### src/rtl/pc_fetch_unit.sv
// rtl/pc_fetch_unit.sv - MIPS program counter, next-PC select and RUN/HALT/FAULT fetch control
module pc_fetch_unit #(
    parameter logic [31:0] RESET_PC  = 32'h0000_0000,
    parameter int          ADDR_W    = 6,
    parameter logic [31:0] HALT_WORD = 32'hFFFF_FFFF
) (
    input  logic              clk,
    input  logic              rst,
    input  logic              stall,
    input  logic [31:0]       instr,
    input  logic              branch_taken,
    input  logic [15:0]       branch_off,
    input  logic              jump,
    input  logic [25:0]       jump_idx,
    input  logic              jr,
    input  logic [31:0]       jr_target,
    output logic [31:0]       pc,
    output logic [ADDR_W-1:0] addr,
    output logic [31:0]       pc_plus4,
    output logic              halted,
    output logic              fault,
    output logic [31:0]       retired
);

    typedef enum logic [1:0] {
        RUN   = 2'd0,
        HALT  = 2'd1,
        FAULT = 2'd2
    } state_t;

    state_t      state;
    state_t      next_state;
    logic        is_halt;
    logic        jr_misaligned;
    logic        advance;
    logic [31:0] branch_target;
    logic [31:0] jump_target;
    logic [31:0] next_pc;

    assign pc_plus4      = pc + 32'd4;
    assign addr          = pc[ADDR_W+1:2];
    assign is_halt       = (instr == HALT_WORD);
    assign jr_misaligned = jr && (jr_target[1:0] != 2'b00);

    // Branch offset is a signed word count; shift into bytes before adding.
    assign branch_target = pc_plus4 + {{14{branch_off[15]}}, branch_off, 2'b00};
    assign jump_target   = {pc_plus4[31:28], jump_idx, 2'b00};

    // Only a clean RUN cycle moves pc; halt and fault both freeze it in place.
    assign advance = (state == RUN) && !stall && !is_halt && !jr_misaligned;

    always_comb begin
        next_pc = pc_plus4;
        if (jr) begin
            next_pc = jr_target;
        end else if (jump) begin
            next_pc = jump_target;
        end else if (branch_taken) begin
            next_pc = branch_target;
        end
    end

    always_ff @(posedge clk or posedge rst) begin
        if (rst) begin
            state <= RUN;
        end else begin
            state <= next_state;
        end
    end

    always_comb begin
        next_state = state;
        case (state)
            RUN: begin
                if (!stall) begin
                    if (is_halt) begin
                        next_state = HALT;
                    end else if (jr_misaligned) begin
                        next_state = FAULT;
                    end
                end
            end
            HALT:    next_state = HALT;
            FAULT:   next_state = FAULT;
            default: next_state = FAULT;
        endcase
    end

    always_comb begin
        halted = 1'b0;
        fault  = 1'b0;
        case (state)
            HALT:    halted = 1'b1;
            FAULT:   fault  = 1'b1;
            default: ;
        endcase
    end

    always_ff @(posedge clk or posedge rst) begin
        if (rst) begin
            pc      <= RESET_PC;
            retired <= 32'd0;
        end else if (advance) begin
            pc <= next_pc;
            if (retired != 32'hFFFF_FFFF) begin
                retired <= retired + 32'd1;
            end
        end
    end

endmodule

### config.mk
export PLATFORM = sky130hd
export DESIGN_NAME = pc_fetch_unit
export DESIGN_NICKNAME = d
export VERILOG_FILES = /design/src/rtl/pc_fetch_unit.sv
export SDC_FILE = /design/constraint.sdc
export NUM_CORES = 1
export LEC_CHECK = 0
export CAP_MARGIN = 20
export CELL_PAD_IN_SITES_DETAIL_PLACEMENT = 0
export CELL_PAD_IN_SITES_GLOBAL_PLACEMENT = 1
export CORE_MARGIN = 1.5
export CORE_UTILIZATION = 32
export DETAILED_ROUTE_END_ITERATION = 7
export GPL_TIMING_DRIVEN = 0
export PLACE_DENSITY_LB_ADDON = 0.1
export SLEW_MARGIN = 15
export SYNTH_ARGS = -nofsm -noshare
export SYNTH_HDL_FRONTEND = slang
export SYNTH_SLANG_ARGS = --single-unit
### constraint.sdc
create_clock -name clk -period 4.3 [get_ports clk]
set_clock_uncertainty 0.15 [all_clocks]
set_input_delay 0.86 -clock clk [delete_from_list [all_inputs] [get_ports clk]]
set_output_delay 0.86 -clock clk [all_outputs]
set_load 0.03 [all_outputs]
Yosys cells after proc, flatten, opt, wreduce, memory -nomap -nowiden

Index checks and enable logic that the tools add are counted.
W data, S select, Z words.

Memory bits (writable): 0
ROM bits: 0
Memories kept: 0
Output and inout bits: 104
Word-level logic and storage cells: 32
Latch bits: 0
Bits in registers: 66

Order comparisons: 0
Eq/ne operators: 6
Add/sub/neg operators: 3
Bitwise gates (word level): 0
Div/mod/pow operators: 0
Reductions and logical operators: 11
Multiplexer cells: 9
Shifts and indexed selects: 0
Multipliers: 0

Operator list:

| operator                | number |
|---|---|
| $mux W32                | 3 |
| $add A32 B1 Y32 const B | 1 |
| $add A32 B3 Y32 const B | 1 |
| $add A32 B32 Y32        | 1 |
| $eq A32 B32 Y1 const B  | 1 |
| $ne A32 B32 Y1 const B  | 1 |
| $mux W2                 | 3 |
| $logic_and A1 B1 Y1     | 4 |
| $pmux W2 S2             | 1 |
| $reduce_and A2 Y1       | 2 |
| $logic_not A1 Y1        | 3 |
| $ne A3 B3 Y1 const B    | 1 |
| $eq A2 B1 Y1 const B    | 1 |
| $eq A2 B2 Y1 const B    | 1 |
| $logic_not A2 Y1        | 1 |
| $mux W1                 | 2 |
| $ne A2 B2 Y1 const B    | 1 |
| $reduce_bool A2 Y1      | 1 |

Logic depth before layout (Yosys ltp)

Word-level depth: 6
Mapped depth: 17

Least setup slack after synthesis

OpenSTA, ideal clock, no wires.

Kind: flip-flop to flip-flop
From: register pc[2]
To: register pc[31]
Slack: -0.358 ns
Cell stages (with the launch flop): 17
Arrival: 4.430 ns
Library setup time: 0.078 ns
Data required time: 4.072 ns
Path through: dfrtp_1 ha_1 and2_1 nand4_1 inv_1 and3_1 xor2_1 ha_1 a21o_1 a221o_1 o31a_1 a31o_2 or2_2 a311oi_1 o21bai_1 o2111ai_1 o21ai_1

Cells in the longest elaborated chain, start to end: 5

Ends and longest elaborated chain:

| item                   | RTL line | text |
|---|---|---|
| start, declared        | 17       | `output logic [31:0] pc,` |
| start signal, assigned | 104      | `pc <= next_pc;` |
| $add A32 B3 Y32        | 40       | `assign pc_plus4 = pc + 32'd4;` |
| via pc_plus4[16]       | 19       | `output logic [31:0] pc_plus4,` |
| $add A32 B32 Y32       | 46       | `assign branch_target = pc_plus4 + {{14{branch_off[15]}}, branch_off, 2'b00};` |
| $mux W32               | 58       | `end else if (branch_taken) begin` |
| $mux W32               | 56       | `end else if (jump) begin` |
| $mux W32               | 54       | `if (jr) begin` |

The timed path passes the listed nets, and every way through them passes these cells.
A chain may end at the register's enable or synchronous reset.

Final worst setup path

From: register pc[4]
To: output pc_plus4[23]

Cells in the longest elaborated chain, start to end: 1

Ends and longest elaborated chain:

| item            | RTL line |
|---|---|
| $add A32 B3 Y32 | 40 |
| end, declared   | 19 |

No other way between the ends.

==> out/results.md <==
| Parameter | This run |
| --- | --- |
| Max stage delay on crit path | 0.76 ns |
| Post-synthesis async set-or-reset flop share | 100% |
| Result of the run | finished, final reports clean |
| Maximum achievable frequency | 0.240 GHz |
| Die X-Extent | 137 um |
| NumNets Final | 1087 |
| TritonCTS clock tree | done |
| Instance area at placement | 8230 um^2 |
| Number of buffers added to fix hold violations after cts | 0 |
| Clock insertion delay at the later pin of the skew report | 0.34 ns |
| Total number of vias | 6264 |
| Top flip-flop cell by instance count after synthesis | dfrtp_1 |
| Worst hold slack | 0.335 ns |
| Setup-failing EPs final | 0 |
| Number of filler cells placed in the layout | 1705 |
| Global route overflow | 0 |
| Detail Route Antenna Nets | 0 |
| # rows | 48 |
| Largest net degree at the start of global routing | 44 |
| Post-route cell area | 8720 um^2 |
| Layout-stage area growth over the synthesis result | 52.1% |
| CP Launch Type | flip-flop |
| Final core occ | 50.1% |
| Met3 demand-to-capacity share in global routing | 5.56% |
| Number of port buffers | 214 |
| Commonest non-fill, non-tap cells in the layout | 205 x clkdlybuf4s50_1, 72 x nor2_1, 64 x nand2_1 |
| Busiest grt layer | met2 |
| Number of search-and-repair iterations in the first detailed-routing pass | 5 |
| Total wire length | 22300 um |
| Routed vias/inst | 5.36 |
| Largest delay share family, worst path | simple AND/OR/NAND/NOR gates |
| Synthesized cell area | 5740 um^2 |
| Fraction of layout instances using a drive strength above 1 | 8.49% |
| Average wire per cell in the routed design | 19.1 um |
| Mapped Avg Cell Area | 8.17 um^2 |
| Setup TNS after final layout | 0 ns |
| Post-synthesis cell count | 702 |
| Number of antenna violations at the first check in global routing | 2 |
| Top Ports | 216 |
| Slowest-stage cell, CP | clkdlybuf4s50_1 |
| Post-synthesis register bit count | 66 |
| Gr usage total | 23.5% |
| Leakage power summed over all cells | 0.00365 uW |
| Count of flip-flops with a built-in enable after synthesis | 0 |
| Count of buffer and inverter cells on the critical path | 2 |
| Number of global-route vias before repair | 6113 |
| Sequential cell area fraction in the yosys report | 28.8% |
| Startpoint-to-endpoint class of the critical path | reg -> out |
| Final Hold Viols | 0 |
| Root Driver | clkbuf_16 |
| Dominant cells by area after synthesis | dfrtp_1 29%, ha_1 8.1%, xnor2_1 6.3%, xor2_1 5.8%, a21oi_1 5.1% |
| H-tree depth | 3 |
| Slew at the pin with the worst max-slew slack | 0.813 ns |
| Wire length of the first global-routing pass | 33600 um |
| Number of violations reported at the end of detailed-routing iteration 0 | 491 |
| Maximum Capacitance Violations | 0 |
| HPWL after detailed placement | 17400 um |
| Synth Net Count | 852 |
| Yosys warnings | 0 |
| CTS sink cnt | 66 |
| Sort of element at the end of the critical path | primary output |
| Buffer depth of the longest clock path | 2 |
| Area of the core | 17400 um^2 |
| Worst path required time | 3.29 ns |
| Yosys top cell by area | dfrtp_1 |
| CTS clock-pin slew for the worst setup and hold paths | 0.06 ns |
| GR Layer Usage met1 | 30.9% |
| Worst Path Max Fanout | 6 |
| Number of remaining DRC errors | 0 |
| Slew Limit Headroom | 45.8% |
| Final Slew Violations | 0 |
| Met2 routing resource usage after global routing | 40.0% |
| Effective utilization at floorplan | 32.9% |
| Die boundary height | 137 um |
| Clock period minus worst slack | 4.17 ns |
| Most common cell after layout, fill and taps aside | clkdlybuf4s50_1 |
| CTS buffer count | 9 |
| Fin crit share | 96.9% |
| Hold crit path type | reg -> reg |
| Maximum vdd ir drop | 254 uV |
| Crit-path cells | and3_2 > nand4_4 > or4_1 > buf_2 > xnor2_1 > clkdlybuf4s50_1 |
| Distinct cell type count after synthesis | 60 |
| RSZ-0062 raised after global routing | no |
| Tot Pwr | 4170 uW |
| Power per cell area | 478 nW/um^2 |
| Placer Congestion | 0.951 |
| Data arrival time of the critical path | 3.16 ns |
| Yosys top cell area share | 28.8% |
| Total die area | 18700 um^2 |
-- layer usage --
| metal | up-vias | part of all wire, % |
|---|---|---|
| met1 | 2991 | 44 |
| li1 | 3023 | - |
| met5 | - | 0.054 |
| met2 | 231 | 47 |
| met4 | 2 | 0.74 |
| met3 | 17 | 7.8 |
-- worst paths after layout --
| path | startpoint | endpoint | cells past startpoint | slack (ns) |
|---|---|---|---|---|
| max | pc[4] | pc_plus4[23] | 6 | 0.13 |
| min | retired[13] | retired[13] | 1 | 0.33 |
| max reg2reg | pc[3] | pc[31] | 16 | 0.17 |
| min reg2reg | retired[13] | retired[13] | 1 | 0.33 |
| max in group asynchronous | rst | retired[24] | 3 | 2.75 |
| min in group asynchronous | rst | pc[11] | 2 | 0.72 |
-- synth_stat cells, types with 9 or more instances --
cell and count:
clkbuf_1 21, nand4_1 24, ha_1 37, xor2_1 38, xnor2_1 41, o21a_1 9
o21ai_0 36, a21o_1 13, a31oi_1 9, inv_1 22, nand3_1 26, a211oi_1 11
a21oi_1 59, dfrtp_1 66, and3_1 13, nor2_1 73, nand2_1 64, nor3_1 12
-- flip-flops by register name, indices dropped and copies added (netlist names) --
register	count
state	2
pc	32
retired	32
-- final cells by class --
| cell class | count | area [um^2] | area share, % |
|---|---|---|---|
| clock inverters | 6 | 48.8 | 0.560 |
| plain buffers | 32 | 151 | 1.74 |
| diodes | 1 | 2.50 | 0.0287 |
| multi-input cells | 581 | 4000 | 45.9 |
| repair buffers | 225 | 2250 | 25.8 |
| inverters | 22 | 85.1 | 0.976 |
| well taps | 225 | 282 | 3.23 |
| clock buffers | 10 | 239 | 2.74 |
| flip-flops and latches | 66 | 1660 | 19.0 |
-- power by group --
part / switching [uW] / internal (uW) / total (uW)
logic: 1440 / 1100 / 2540
registers: 185 / 725 / 910
clock network: 307 / 411 / 718
total: 1940 / 2230 / 4170
-- through the flow --
step | setup slack, ns | instances
after floorplan | 0.0250 | 702
after global placement | -0.744 | 1141
after detailed placement | -0.807 | 1142
after CTS | -0.0426 | 1160
after global routing | 0.00640 | 1167
final | 0.132 | 1168
-- kinds of logic (layout without fill, tap and decap cells) --
family	Yosys count	in the layout	synth area share, %
AOI/OAI and AO/OA	191	191	21.3
xor gates and xnor gates	80	80	12.5
adders and majority gates	38	38	8.42
buffers and inverters	55	295	4.14
DFF	66	66	28.8
muxes	12	12	2.38
other	0	1	0
and+or+nand+nor	260	260	22.4
-- worst register-to-register path, stage by stage, from the launching register on --
cell       delay [ns]
dfrtp_2          0.40
ha_2             0.19
and2_4           0.16
nand4_1          0.14
buf_4            0.20
nor2_2           0.17
xnor2_2          0.20
ha_4             0.28
and2_1           0.19
a221o_1          0.35
o31a_1           0.27
a31o_2           0.27
or2_4            0.26
a311oi_4         0.37
o21bai_1         0.16
o2111ai_1        0.11
o21ai_1          0.17
-- what timing repair did --
action | 4_1_cts | 5_1_grt
endpoints found under the hold margin | 0 | 0
buffers inserted | 2 | 8
endpoints found under the setup margin | 9 | 19
resized for setup | 10 | 27
pin swaps | 1 | 4
(Power assumes the default switching activity.)
